### src/rtl/time_set_controller_if.sv
// Set-time interface between the KEY pins and the digit counter / blinker chain.
// master drives the raw keys, slave is the controller producing the set-time outputs.
interface time_set_controller_if;
   logic       select_key_n;
   logic       advance_key_n;
   logic [3:0] selected;
   logic       advance_pulse;
   logic       blink_on;
   logic       run_enable;

   modport master (
      output select_key_n, advance_key_n,
      input  selected, advance_pulse, blink_on, run_enable
   );

   modport slave (
      input  select_key_n, advance_key_n,
      output selected, advance_pulse, blink_on, run_enable
   );
endinterface

### src/rtl/time_set_controller.sv
// Two-button set-time sequencer: debounced select/advance keys, field FSM, blink and run-enable.
// Optional idle timeout back to run mode is enabled by defining TIME_SET_TIMEOUT_EN.
module time_set_controller #(
   parameter logic [19:0] DEBOUNCE_CYCLES   = 20'd500_000,
   parameter logic [24:0] BLINK_HALF_PERIOD = 25'd12_500_000
`ifdef TIME_SET_TIMEOUT_EN
   ,
   parameter logic [29:0] TIMEOUT_CYCLES    = 30'd500_000_000
`endif
) (
   input logic                  inputClock,
   input logic                  reset,
   time_set_controller_if.slave bus
);

   typedef enum logic [3:0] {
      SEL_NONE        = 4'd0,
      SEL_SECONDS     = 4'd1,
      SEL_SECONDS_X10 = 4'd2,
      SEL_MINUTES     = 4'd3,
      SEL_MINUTES_X10 = 4'd4,
      SEL_HOURS       = 4'd5,
      SEL_HOURS_X10   = 4'd6
   } sel_state_t;

   // Bit 0 is the select key, bit 1 the advance key.
   logic [1:0]  key_raw_s;
   logic [1:0]  sync1_r;
   logic [1:0]  sync2_r;
   logic [1:0]  held_r;
   logic [1:0]  held_d_r;
   logic [1:0]  armed_r;
   logic [19:0] deb_cnt_r [2];
   logic [19:0] arm_cnt_r [2];
   logic [1:0]  press_s;
   logic        select_press_s;
   logic        advance_press_s;
   logic        timeout_s;

   sel_state_t  state_r;
   sel_state_t  step_s;
   sel_state_t  next_state_s;
   logic        advance_pulse_r;
   logic        blink_on_r;
   logic        run_enable_r;
   logic [24:0] blink_cnt_r;

   assign key_raw_s = {bus.advance_key_n, bus.select_key_n};

   // Synchronize and debounce both keys; a key only becomes armed after a stable release,
   // so a key still held across reset cannot produce a press.
   always_ff @(posedge inputClock) begin
      if (reset) begin
         sync1_r  <= 2'b11;
         sync2_r  <= 2'b11;
         held_r   <= 2'b11;
         held_d_r <= 2'b11;
         armed_r  <= 2'b00;
         for (int k = 0; k < 2; k++) begin
            deb_cnt_r[k] <= 20'd0;
            arm_cnt_r[k] <= 20'd0;
         end
      end else begin
         sync1_r  <= key_raw_s;
         sync2_r  <= sync1_r;
         held_d_r <= held_r;
         for (int k = 0; k < 2; k++) begin
            if (sync2_r[k] != held_r[k]) begin
               arm_cnt_r[k] <= 20'd0;
               if (deb_cnt_r[k] == DEBOUNCE_CYCLES - 20'd1) begin
                  held_r[k]    <= sync2_r[k];
                  deb_cnt_r[k] <= 20'd0;
                  if (sync2_r[k]) begin
                     armed_r[k] <= 1'b1;
                  end else begin
                     armed_r[k] <= armed_r[k];
                  end
               end else begin
                  deb_cnt_r[k] <= deb_cnt_r[k] + 20'd1;
               end
            end else begin
               deb_cnt_r[k] <= 20'd0;
               if (!armed_r[k] && sync2_r[k]) begin
                  if (arm_cnt_r[k] == DEBOUNCE_CYCLES - 20'd1) begin
                     armed_r[k]   <= 1'b1;
                     arm_cnt_r[k] <= 20'd0;
                  end else begin
                     arm_cnt_r[k] <= arm_cnt_r[k] + 20'd1;
                  end
               end else begin
                  arm_cnt_r[k] <= 20'd0;
               end
            end
         end
      end
   end

   assign press_s         = armed_r & held_d_r & ~held_r;
   assign select_press_s  = press_s[0];
   assign advance_press_s = press_s[1] & ~press_s[0] &
                            (state_r != SEL_NONE) & (state_r <= SEL_HOURS_X10);

   // Field sequencing on a select press; unreachable codes fall back to NONE.
   always_comb begin
      step_s = SEL_NONE;
      case (state_r)
         SEL_NONE:        step_s = select_press_s ? SEL_SECONDS     : SEL_NONE;
         SEL_SECONDS:     step_s = select_press_s ? SEL_SECONDS_X10 : SEL_SECONDS;
         SEL_SECONDS_X10: step_s = select_press_s ? SEL_MINUTES     : SEL_SECONDS_X10;
         SEL_MINUTES:     step_s = select_press_s ? SEL_MINUTES_X10 : SEL_MINUTES;
         SEL_MINUTES_X10: step_s = select_press_s ? SEL_HOURS       : SEL_MINUTES_X10;
         SEL_HOURS:       step_s = select_press_s ? SEL_HOURS_X10   : SEL_HOURS;
         SEL_HOURS_X10:   step_s = select_press_s ? SEL_NONE        : SEL_HOURS_X10;
         default:         step_s = SEL_NONE;
      endcase
   end

   assign next_state_s = (timeout_s && !select_press_s && !advance_press_s) ? SEL_NONE : step_s;

`ifdef TIME_SET_TIMEOUT_EN
   logic [29:0] idle_cnt_r;

   assign timeout_s = (idle_cnt_r == TIMEOUT_CYCLES - 30'd1);

   // Idle counter: runs only while a field is being set and no press arrives.
   always_ff @(posedge inputClock) begin
      if (reset) begin
         idle_cnt_r <= 30'd0;
      end else if ((next_state_s == SEL_NONE) || select_press_s || advance_press_s) begin
         idle_cnt_r <= 30'd0;
      end else begin
         idle_cnt_r <= idle_cnt_r + 30'd1;
      end
   end
`else
   assign timeout_s = 1'b0;
`endif

   // Field register with its registered outputs: strobe, blink phase and run-enable.
   always_ff @(posedge inputClock) begin
      if (reset) begin
         state_r         <= SEL_NONE;
         advance_pulse_r <= 1'b0;
         blink_on_r      <= 1'b1;
         run_enable_r    <= 1'b1;
         blink_cnt_r     <= 25'd0;
      end else begin
         state_r         <= next_state_s;
         advance_pulse_r <= advance_press_s;
         run_enable_r    <= (next_state_s == SEL_NONE);
         if ((next_state_s == SEL_NONE) || select_press_s || advance_press_s) begin
            blink_on_r  <= 1'b1;
            blink_cnt_r <= 25'd0;
         end else if (blink_cnt_r == BLINK_HALF_PERIOD - 25'd1) begin
            blink_on_r  <= ~blink_on_r;
            blink_cnt_r <= 25'd0;
         end else begin
            blink_on_r  <= blink_on_r;
            blink_cnt_r <= blink_cnt_r + 25'd1;
         end
      end
   end

   assign bus.selected      = state_r;
   assign bus.advance_pulse = advance_pulse_r;
   assign bus.blink_on      = blink_on_r;
   assign bus.run_enable    = run_enable_r;

endmodule

### src/flat_wrapper.sv
// flat-port wrapper written by rule: the top's interface ports become plain ports
module time_set_controller_flat 
#(
   parameter logic [19:0] DEBOUNCE_CYCLES   = 20'd500_000,
   parameter logic [24:0] BLINK_HALF_PERIOD = 25'd12_500_000

)
  (inputClock, reset, bus_select_key_n, bus_advance_key_n, bus_selected, bus_advance_pulse, bus_blink_on, bus_run_enable);
  time_set_controller_if bus_i ();
  input logic inputClock;
  input logic reset;
  input wire logic [$bits(bus_i.select_key_n)-1:0] bus_select_key_n;
  input wire logic [$bits(bus_i.advance_key_n)-1:0] bus_advance_key_n;
  output wire logic [$bits(bus_i.selected)-1:0] bus_selected;
  output wire logic [$bits(bus_i.advance_pulse)-1:0] bus_advance_pulse;
  output wire logic [$bits(bus_i.blink_on)-1:0] bus_blink_on;
  output wire logic [$bits(bus_i.run_enable)-1:0] bus_run_enable;
  assign bus_i.select_key_n = bus_select_key_n;
  assign bus_i.advance_key_n = bus_advance_key_n;
  assign bus_selected = bus_i.selected;
  assign bus_advance_pulse = bus_i.advance_pulse;
  assign bus_blink_on = bus_i.blink_on;
  assign bus_run_enable = bus_i.run_enable;
  time_set_controller #(.DEBOUNCE_CYCLES(DEBOUNCE_CYCLES), .BLINK_HALF_PERIOD(BLINK_HALF_PERIOD)) u_core (.inputClock(inputClock), .reset(reset), .bus(bus_i));
endmodule
### config.mk
export PLATFORM = sky130hd
export DESIGN_NAME = time_set_controller_flat
export DESIGN_NICKNAME = d
export VERILOG_FILES = /design/src/rtl/time_set_controller_if.sv /design/src/rtl/time_set_controller.sv /design/src/flat_wrapper.sv
export SDC_FILE = /design/constraint.sdc
export NUM_CORES = 1
export LEC_CHECK = 0
export ABC_AREA = 1
export CAP_MARGIN = 20
export CELL_PAD_IN_SITES_DETAIL_PLACEMENT = 1
export CELL_PAD_IN_SITES_GLOBAL_PLACEMENT = 2
export CORE_MARGIN = 8
export CORE_UTILIZATION = 35
export DETAILED_ROUTE_END_ITERATION = 8
export PLACE_DENSITY_LB_ADDON = 0.25
export REMOVE_ABC_BUFFERS = 1
export SLEW_MARGIN = 20
export SYNTH_ARGS = -nofsm -noshare
export SYNTH_HDL_FRONTEND = slang
export SYNTH_SLANG_ARGS = --single-unit
### constraint.sdc
create_clock -name inputClock -period 1.76 [get_ports inputClock]
set_clock_uncertainty 0.2 [all_clocks]
set_input_delay 0.176 -clock inputClock [delete_from_list [all_inputs] [get_ports inputClock]]
set_output_delay 0.176 -clock inputClock [all_outputs]
set_load 0.01 [all_outputs]
After elaboration in Yosys (flattened, before gate mapping) --
Memories as Yosys holds them, arrays and structs flattened. Index checks and enable logic that the tools add are counted.
Word-level totals: register bits after elaboration 42, latch bits 0, bits in writable memories 80, ROM bits 0, input bits 4, output and inout bits 7, logic and storage cells 168, memories kept 2
Memory list:
- u_core.arm_cnt_r | words 2, bits a word 20, rd ports 2, clocked after memory_dff 0, write ports 2, line time_set_controller.sv:34 | logic [19:0] arm_cnt_r [2];
- u_core.deb_cnt_r | words 2, bits a word 20, rd ports 2, clocked after memory_dff 0, write ports 2, line time_set_controller.sv:33 | logic [19:0] deb_cnt_r [2];
Cells by class: $add $sub $neg 5, multiply operators 0, div/mod/pow operators 0, magnitude comparators 1, equal/unequal tests 17, shift operators 0, mux-type cells 90, bitwise gates (word level) 22, reduce and logical (&&, ||, !) cells 19
Operator list (number):
- 2-to-1 mux 20 bit | 14
- adder 20 x 1 -> 20 bit (second input constant) | 4
- == test 20 x 19 -> 1 bit (second input constant) | 4
- 2-to-1 mux 1 bit | 71
- one-hot mux 4 bit (7 select lines) | 1
- adder 25 x 1 -> 25 bit (second input constant) | 1
- == test 25 x 24 -> 1 bit (second input constant) | 1
- OR 1 bit | 14
- == test 4 x 3 -> 1 bit (second input constant) | 3
- == test 4 x 2 -> 1 bit (second input constant) | 2
- zero test 4 bit | 2
- AND reduction 4 bit | 2
- nonzero test 2 bit | 4
- 2-to-1 mux 3 bit | 2
- AND 2 bit | 2
- == test 4 x 1 -> 1 bit (second input constant) | 1
- less-or-equal comparator 4 x 3 -> 1 bit (second input constant) | 1
- 2-to-1 mux 2 bit | 2
- != test 2 x 1 -> 1 bit (second input constant) | 2
- != test 2 bit (second input constant) | 2
- AND reduction 2 bit | 2
- nonzero test 4 bit | 1
- AND 1 bit | 3
- OR reduction 3 bit | 1
- other kinds (7) | 12

Longest topological paths before layout --
An unclocked memory read counts as a cell.
depth after elaboration 10, depth in mapped cells 10, depth with buffers taken out 9

Worst setup path before layout --
Ideal clock, no wire load.
kind input to register, from memory u_core.deb_cnt_r[1][0], to memory u_core.deb_cnt_r[1][2], data pin, library setup time 0.255 ns, arrival time 1.370 ns, data required time 1.305 ns, path slack -0.065 ns, stages 10, path buffers 1, path through edfxtp_1 ha_1 nand2_1 nor2_2 inv_1 nor2_1 nand3_1 nand3_1 buf_4 nor3b_1
RTL lines (line):
- start: declaration | time_set_controller.sv:33

==> results.yml <==
grt:
  antenna_found_initial: 0
  grt_max_degree: 26
  overflow: 0
  grt_use_met3_pct: 2.64
  grtUsageMet1_pct: 18.2
  top_usage_layer: "met2"
  grt_first_pass_wirelength_um: 28400
  use_met2_pct: 24.4
  grt_pass1_vias: 6148
  grt_usage_pct: 14.4
clocking:
  cts_buffers: 17
  clkTransAtPathRegs_ns: 0.05
  cts.hold.buffers_added: 0
  clk-insertion-delay-late_ns: 0.42
  clockRootBuffer: "clkbuf_16"
  cts_tree: "built"
  clock-sinks: 121
  cts_buffer_depth: 2
  cts_max_level: 4
drt:
  wl_per_cell_um: 13.8
  vias: 6159
  drc_errors: 0
  drt-initial-drc-count: 164
  viasPerCell: 4.53
  drt_pre_antenna_iters: 4
  antenna_left: 0
  wl_um: 18700
finish:
  drive_gt1_share_pct: 30.6
  layoutNonFillerInstCount: 1359
  layout.nets: 1092
  num_antenna_cells: 0
  area_delta_synth_final_pct: 47.9
  finish.utilization_pct: 52.0
  final_area_um2: 9990
yosys:
  synth_mux_area_share_pct: 0
  synth_common_cells: "nor2_1, nand2_1, inv_1, edfxtp_1, nand3_1"
  synthTopCellsByArea: "edfxtp_1, dfxtp_1, nor2_1, nand2_1, inv_1"
  synth_edf_count: 80
  synth.distinct_cells: 36
  synthArstFlopShare_pct: 0
  synth_xor_area_share_pct: 7.65
  synth_compound_area_share_pct: 2.59
  yosysMostFrequentCell: "nor2_1"
  ys_seq_elements: 121
  synth_fa_ha_area_share_pct: 1.30
  yosysSeqAreaShare_pct: 47.7
  yosysTopAreaCell: "edfxtp_1"
  synth_area_um2: 6760
  yosys_warnings: 0
  synth_top_family_by_area: "simple AND/OR/NAND/NOR gates"
  netlist.area_leader.share_pct: 35.6
  synth_ff_type: "edfxtp_1"
  post_synth_and_or_nand_nor_area_fraction_pct: 34.3
  avgSynthCellArea_um2: 8.01
  syn-instance-count: 844
status:
  violations: "negative setup slack"
  status: "finished with violations"
place:
  placed_cells: 1283
  dp_slack_ns: -0.101
  dp_hpwl_um: 12300
  place_area_um2: 8200
  numPortBuffers: 9
  gp_congestion: 0.768
timing:
  fmaxAchievable_mhz: 543
  fin_crit_sh_pct: 105
  setup_tns_ns: -2.09
  hold_viol: 0
  timing.hold.ws_ns: 0.129
  setup_violations: 43
  rsz0062_at_grt: "yes"
  min_period_ns: 1.84
  slew_violations: 0
  finalWorstSetupSlack_ns: -0.0824
critical_path:
  crit_arrival_ns: 1.80
  critical_path.max_fanout: 10
  reg2regPathDepth: 9
  crit_required_ns: 1.72
  endpoint_kind: "flop"
  worstSetupPathType: "flop to flop"
  cp-start-kind: "flop"
  ff2ff_setup_slack_ns: -0.08
power_and_ir_drop:
  ir_drop_mv: 0.626
  share_comb_of_total_power_pct: 8.4
  total_power_mw: 7.26
  powerDensity_nw_per_um2: 726
  clkPwrFrac_pct: 47.1
  p_switching_mw: 1.67
  switching_share_pct: 23.1
  seq_power_share_pct: 44.5
  internal-power_mw: 5.58
  p_leak_nw: 3.92
floorplan:
  die_area_um2: 24000
  fp.dieH_um: 155
  floorplan.initialDensity_pct: 35.2
  core_um2: 19200
  fp.dieW_um: 155
  rows: 51
  ioPinCount: 11
min_path:
  hp-class: "input port to flop"
  whs_path_depth: 2
run:
  max_cap_violations: 0
## flip-flops by register name (all words and copies together) (netlist names)
signal	cells
u_core.arm_cnt_r	40
u_core.armed_r	2
u_core.blink_cnt_r	25
u_core.bus.advance_pulse	1
u_core.bus.blink_on	1
u_core.bus.run_enable	1
u_core.bus.selected	3
u_core.deb_cnt_r	40
u_core.held_d_r	2
u_core.held_r	2
u_core.sync1_r	2
u_core.sync2_r	2
## worst paths after layout
kind                          startpoint                endpoint
hold / removal         bus_advance_key_n       u_core.sync1_r[1]
setup reg to reg  u_core.deb_cnt_r[1][0]  u_core.deb_cnt_r[1][8]
hold reg to reg        u_core.sync1_r[1]       u_core.sync2_r[1]
setup / recovery  u_core.deb_cnt_r[1][0]  u_core.deb_cnt_r[1][8]
## power by group through the flow
stage	Combinational, mW	Clock, mW	Sequential (mW)
after floorplan	0.240	0	3.28
after global placement	0.456	0	3.28
after detailed placement	0.462	0	3.29
after CTS	0.486	3.51	3.23
after global routing	0.675	3.60	3.25
final	0.607	3.42	3.23
## worst max-delay path, stage by stage (launching register included)
cell and delay [ns]:
edfxtp_1 0.36, ha_2 0.19, nand2_2 0.08, nor2_4 0.14
inv_2 0.05, nor2_2 0.09, nand3_2 0.11, nand3_4 0.14
clkbuf_16 0.18, nor2_1 0.05
## metal layers
metal / routed length (um) / part of all wire, %
met1: 8570 / 46
met5: 0 / 0
met4: 239 / 1.3
met3: 245 / 1.3
met2: 9650 / 52
## layout by cell type (no fill, tap or decap), drive strengths merged, types with 7 or more instances in the layout
cell type,count
or2,8
xnor2,24
buf,137
nand2,176
clkbuf,33
conb,81
a21oi,26
inv,92
nand3,65
nor2,199
nor3,34
xor2,35
ha,7
edfxtp,80
nand4,26
dfxtp,41
## cell type report
cell class | count | area [um2]
clock buffer | 27 | 557
tap | 265 | 332
inverter | 92 | 348
clock inverter | 5 | 28.8
fill | 2326 | 9220
timing repair buffer | 152 | 1390
sequential | 121 | 3230
multi-input combinational | 697 | 4110
## logic make-up (layout without fill, tap and decap cells)
group	count (synthesis)	after routing
and+or+nand+nor	516	516
DFF	121	121
buffers and inverters	105	276
xor gates and xnor gates	59	59
AOI/OAI and AO/OA	34	34
adders and majority gates	7	7
other	2	81
## timing repair
action	in CTS	in global routing
buffers inserted	5	31
gates resized for setup	22	175
gates cloned	0	8
pin swaps	7	42
endpoints found under the setup margin	87	112
Note: power is estimated with default switching activity, not from simulation.
